[src/rtl/lsu_dbus.sv]
// ============================================================================
// Module      : lsu_dbus
// Description : Single-outstanding load/store unit driving a byte-lane data
//               bus; optional alignment fault via LSU_MISALIGN_CHECK_EN.
// Revision    : 1.0 - initial release
// ============================================================================
`default_nettype none

module lsu_dbus #(
    parameter int XLEN = 64,
    parameter int AW   = 64,
    parameter int RDW  = 5
) (
    input  logic              clk,
    input  logic              rst,
    input  logic              req_valid,
    output logic              req_ready,
    input  logic              req_store,
    input  logic [2:0]        req_funct3,
    input  logic [AW-1:0]     req_addr,
    input  logic [XLEN-1:0]   req_wdata,
    input  logic [RDW-1:0]    req_rd,
    input  logic              flush,
    output logic              dreq_valid,
    output logic [AW-1:0]     dreq_addr,
    output logic [2:0]        dreq_size,
    output logic [XLEN/8-1:0] dreq_strobe,
    output logic [XLEN-1:0]   dreq_data,
    input  logic              dresp_data_ok,
    input  logic [XLEN-1:0]   dresp_data,
    output logic              wb_valid,
    output logic [RDW-1:0]    wb_rd,
    output logic [XLEN-1:0]   wb_data,
    output logic              st_done,
    output logic              misalign
);

    localparam int NB   = XLEN / 8;
    localparam int OFFW = $clog2(NB);

    typedef enum logic [1:0] {
        ST_IDLE  = 2'd0,
        ST_BUSY  = 2'd1,
        ST_DRAIN = 2'd2
    } state_t;

    state_t            r_state;
    state_t            w_state_nxt;

    logic              w_xfer;
    logic              w_misal;
    logic              w_accept;
    logic [1:0]        w_sz;
    logic [OFFW-1:0]   w_off;
    logic [NB-1:0]     w_strb_base;
    logic [NB-1:0]     w_strb;
    logic [XLEN-1:0]   w_wdata_sh;

    logic [OFFW-1:0]   r_off;
    logic [1:0]        r_sz;
    logic              r_uns;
    logic              r_store;
    logic [RDW-1:0]    r_rd;

    logic [XLEN-1:0]   w_rsh;
    logic [XLEN-1:0]   w_ldmask;
    logic              w_sign;
    logic [XLEN-1:0]   w_ld;

    assign w_xfer     = req_valid & req_ready;
    assign req_ready  = (r_state == ST_IDLE);
    assign dreq_valid = (r_state != ST_IDLE);
    assign w_off      = req_addr[OFFW-1:0];
    // A doubleword request on a 32-bit bus degrades to a word access.
    assign w_sz       = ((XLEN == 32) && (req_funct3[1:0] == 2'd3)) ? 2'd2 : req_funct3[1:0];

    always_comb begin
        for (int i = 0; i < NB; i++) begin
            w_strb_base[i] = (i < (1 << w_sz));
        end
    end

    assign w_strb     = w_strb_base << w_off;
    assign w_wdata_sh = req_wdata << {w_off, 3'b000};

`ifdef LSU_MISALIGN_CHECK_EN
    logic [OFFW-1:0] w_lowmask;
    logic            r_misalign;

    always_comb begin
        for (int j = 0; j < OFFW; j++) begin
            w_lowmask[j] = (j < int'(w_sz));
        end
    end

    assign w_misal  = ((w_off & w_lowmask) != '0);
    assign misalign = r_misalign;

    always_ff @(posedge clk or negedge rst) begin
        if (!rst) begin
            r_misalign <= 1'b0;
        end else begin
            r_misalign <= w_xfer & w_misal;
        end
    end
`else
    assign w_misal  = 1'b0;
    assign misalign = 1'b0;
`endif

    assign w_accept = w_xfer & ~w_misal;

    always_ff @(posedge clk or negedge rst) begin
        if (!rst) begin
            r_state <= ST_IDLE;
        end else begin
            r_state <= w_state_nxt;
        end
    end

    always_comb begin
        w_state_nxt = r_state;
        case (r_state)
            ST_IDLE:  if (w_accept) w_state_nxt = ST_BUSY;
            ST_BUSY: begin
                if (dresp_data_ok)  w_state_nxt = ST_IDLE;
                else if (flush)     w_state_nxt = ST_DRAIN;
            end
            ST_DRAIN: if (dresp_data_ok) w_state_nxt = ST_IDLE;
            default:  w_state_nxt = ST_IDLE;
        endcase
    end

    // Load alignment: bring the addressed lane down to bit 0, then extend.
    assign w_rsh = dresp_data >> {r_off, 3'b000};

    always_comb begin
        for (int i = 0; i < XLEN; i++) begin
            w_ldmask[i] = (i < (8 << r_sz));
        end
        case (r_sz)
            2'd0:    w_sign = w_rsh[7];
            2'd1:    w_sign = w_rsh[15];
            2'd2:    w_sign = w_rsh[31];
            default: w_sign = w_rsh[XLEN-1];
        endcase
    end

    assign w_ld = (w_rsh & w_ldmask) | ({XLEN{w_sign & ~r_uns}} & ~w_ldmask);

    always_ff @(posedge clk or negedge rst) begin
        if (!rst) begin
            dreq_addr   <= '0;
            dreq_size   <= '0;
            dreq_strobe <= '0;
            dreq_data   <= '0;
            r_off       <= '0;
            r_sz        <= '0;
            r_uns       <= 1'b0;
            r_store     <= 1'b0;
            r_rd        <= '0;
            wb_valid    <= 1'b0;
            wb_rd       <= '0;
            wb_data     <= '0;
            st_done     <= 1'b0;
        end else begin
            wb_valid <= 1'b0;
            st_done  <= 1'b0;
            if ((r_state == ST_IDLE) && w_accept) begin
                dreq_addr   <= req_addr;
                dreq_size   <= {1'b0, w_sz};
                dreq_strobe <= req_store ? w_strb : '0;
                dreq_data   <= req_store ? w_wdata_sh : '0;
                r_off       <= w_off;
                r_sz        <= w_sz;
                r_uns       <= req_funct3[2] & ~req_store;
                r_store     <= req_store;
                r_rd        <= req_rd;
            end
            if ((r_state == ST_BUSY) && dresp_data_ok && !flush) begin
                if (r_store) begin
                    st_done <= 1'b1;
                end else begin
                    wb_valid <= 1'b1;
                    wb_rd    <= r_rd;
                    wb_data  <= w_ld;
                end
            end
        end
    end

endmodule

`default_nettype wire

[config.mk]
export PLATFORM = sky130hd
export DESIGN_NAME = lsu_dbus
export DESIGN_NICKNAME = d
export VERILOG_FILES = /design/src/rtl/lsu_dbus.sv
export SDC_FILE = /design/constraint.sdc
export NUM_CORES = 1
export LEC_CHECK = 0
export ABC_AREA = 1
export CAP_MARGIN = 0
export CORE_MARGIN = 10
export CORE_UTILIZATION = 49
export CTS_CLUSTER_DIAMETER = 120
export DETAILED_ROUTE_END_ITERATION = 6
export GPL_ROUTABILITY_DRIVEN = 1
export PLACE_DENSITY_LB_ADDON = 0.1
export REMOVE_ABC_BUFFERS = 1
export SKIP_LAST_GASP = 1
export SLEW_MARGIN = 25
export SYNTH_ARGS = -nofsm -noshare
export SYNTH_HDL_FRONTEND = slang
export SYNTH_SLANG_ARGS = --single-unit
export TNS_END_PERCENT = 1
[constraint.sdc]
create_clock -name clk -period 2.97 [get_ports clk]
set_input_delay 0.594 -clock clk [delete_from_list [all_inputs] [get_ports clk]]
set_output_delay 0.594 -clock clk [all_outputs]
set_load 0.02 [all_outputs]
==> out/summary.txt <==
Outcome -> complete, no violations
Max-cap violation count -> 0
Wire per inst -> 19.9 microns
Storage element area -> 5460 sq um
Final slew viol count -> 0
Synth Area per Inst -> 7.70 sq um
Area Growth Syn to Fin -> 42.9%
Antenna violations before repair -> 4
Sw Share -> 0.389
Area of the multi-input gates -> 5450 sq um
PortBufs -> 416
# fillers -> 1906
Arrival time worst endpoint -> 1940 ps
Mapped cell area -> 11800 sq um
Pint -> 8.30 mW
P_sw -> 5.28 mW
Data required, critical path -> 2380 ps
Cts bufs inserted -> 24
First-pass GRT wire length -> 68500 microns
Final #Nets -> 2100
Clock Skews -> 8.49 ps
Post-CTS sizing -> 0
Gpl congestion -> 0.910
PwrDens -> 804 nW/um^2
CP cell instances -> clkdlybuf4s50_1
Final wirelength -> 44500 microns
Skew-Pair Late Insertion Delay -> 510 ps
Initial Util -> 0.500
FF-to-FF Start -> dreq_addr[2]
Hold_buf cts -> 0
Leak -> 7.93 nW
Sequential share of the synthesized area -> 0.462
Die Y -> 175 microns
Core Rows -> 56
CP Launch Point -> dreq_addr[1]
Crit-path leading delay family -> buffers and inverters
Clock share of power -> 0.219
Via count -> 12.1k
Worst setup SP type -> flop
Reg clk slew, reported paths -> 60 ps
CP max stage delay -> 740 ps
WHS -> 59.9 ps
Share of cells above drive strength 1 -> 0.0737
Ys async rst share -> 1.00
Most frequent cells in the layout -> nand2_1, clkdlybuf4s50_1, dfrtp_1
Max IR drop VDD -> 0.000511 V
Comb power frac -> 0.455
Fin util -> 0.714
Unrepaired setup endpoints after global routing -> false
IO Pins -> 419
Setup bufs post-CTS -> 0
Chip width -> 175 microns
Hold crit path type -> input pin to asynchronous set/reset pin
# DRC -> 0
CTS tree -> yes
Buf/Inv on CP -> 1
Pin count of the biggest net entering global routing -> 76
WS Path Type -> flop to output port
Seq pwr share -> 0.326
Clock root buffer -> clkbuf_16
Maximum buffer depth of the clock tree -> 3
Slew @ Worst Pin -> 997 ps
Design Power -> 13.6 mW
Synthesized flop and latch total -> 218
Fmax achieved -> 394 MHz
Vias in the first global route -> 12.1k
Slew headroom -> 0.335
CP Max Fanout -> 27
Total Die Area -> 30700 sq um
Hold Fails Final Rpt -> 0
# setup viols final -> 0
Drt pass-1 iters -> 7
Antenna viol nets, final -> 0
Vias per inst -> 5.41
Commonest non-fill, non-tap cell in the layout -> nand2_1
Yosys Warn Count -> 0
EDFF count, synth -> 0
Synth unique cells -> 40
Gate Count Post-Synth -> 1534
Core area -> 23600 sq um
Iter 0 DRT Violations -> 1068
Crit share post-route -> 0.854
DPL Wire Length -> 32200 microns
GRT overflow -> 0
Clock net sink count -> 218
Fin Setup TNS -> 0 ps
Kind of end point of the critical path -> output port
Top FF cell, synth -> dfrtp_1
Min cycle time layout -> 2530 ps
Max stage delay cell, worst path -> clkdlybuf4s50_1
CTS H-tree lvls -> 1
GRT Util Overall -> 0.278
-- final cells by class --
cell class,count,area share
Sequential cell,218,0.324
Multi-Input combinational cell,1110,0.323
Timing Repair Buffer,441,0.261
Clock buffer,40,0.0440
Tap cell,319,0.0237
Inverter,99,0.0223
Clock inverter,4,0.00267
Antenna cell,2,0.000297
-- kinds of logic after synthesis --
kind of cell / Yosys count / share of synthesized area
muxes: 39 / 0.0331
other: 1 / 0.000318
DFF: 218 / 0.462
and+or+nand+nor: 757 / 0.262
AOI/OAI and AO/OA: 312 / 0.165
buffers and inverters: 207 / 0.0777
-- state kept, by name, summed over array words and instances (netlist names) --
register and count:
dreq_addr 64, r_rd 5, wb_valid 1, st_done 1, wb_rd 5, dreq_strobe 8
wb_data 64, dreq_data 64, r_sz 2, r_store 1, r_uns 1, r_state 2
-- cell usage after synthesis (10+ instances only) --
| master | number | share of area |
|---|---|---|
| o21ai_0 | 136 | 0.058 |
| a2bb2oi_2 | 10 | 0.013 |
| clkbuf_1 | 53 | 0.017 |
| dfrtp_1 | 218 | 0.46 |
| a21oi_1 | 57 | 0.024 |
| buf_4 | 12 | 0.0076 |
| buf_2 | 23 | 0.0098 |
| o211ai_1 | 27 | 0.017 |
| or2_2 | 28 | 0.015 |
| nand2_1 | 563 | 0.18 |
| nor2_1 | 86 | 0.027 |
| mux2i_1 | 39 | 0.033 |
| buf_1 | 12 | 0.0038 |
| inv_1 | 88 | 0.028 |
| a22oi_1 | 17 | 0.011 |
| nand3_1 | 58 | 0.025 |
| a21oi_2 | 11 | 0.0082 |
-- metrics by stage --
| stage | instances | area (sq um) | worst slack [ps] |
|---|---|---|---|
| 6_report | 2233 | 16900 | 435 |
| 5_1_grt | 2233 | 16900 | 285 |
| 4_1_cts | 2231 | 16900 | 398 |
| 3_5_place_dp | 2187 | 16100 | 351 |
| 3_3_place_gp | 2187 | 16100 | 424 |
| 2_1_floorplan | 1427 | 11300 | -1300 |
-- layer usage --
| layer | GRT usage | vias up | share of wire |
|---|---|---|---|
| li1 | - | 5697 | - |
| met1 | 0.319 | 5700 | 0.38 |
| met3 | 0.0974 | 94 | 0.10 |
| met4 | 0.113 | 2 | 0.042 |
| met5 | 0 | - | 0.00025 |
| met2 | 0.463 | 585 | 0.48 |
-- worst paths after layout --
check	to	slack (ps)	depth (start not counted)
worst max-delay path	dreq_addr[1]	440	1
worst min-delay path	wb_data[57]	60	1
worst max register to register	wb_data[16]	450	8
worst min register to register	dreq_addr[5]	470	2
max in group asynchronous	wb_data[62]	2110	2
min in group clk	dreq_addr[5]	470	2
-- power groups by stage --
stage,Combinational (mW),Sequential (mW),Clock [mW]
global route,6.65,4.52,3.14
floorplan,2.02,5.48,0
detailed placement,6.18,4.44,0
global placement,6.08,4.43,0
finish,6.18,4.42,2.97
CTS,6.21,4.42,3.02
(Power assumes the default switching activity.)
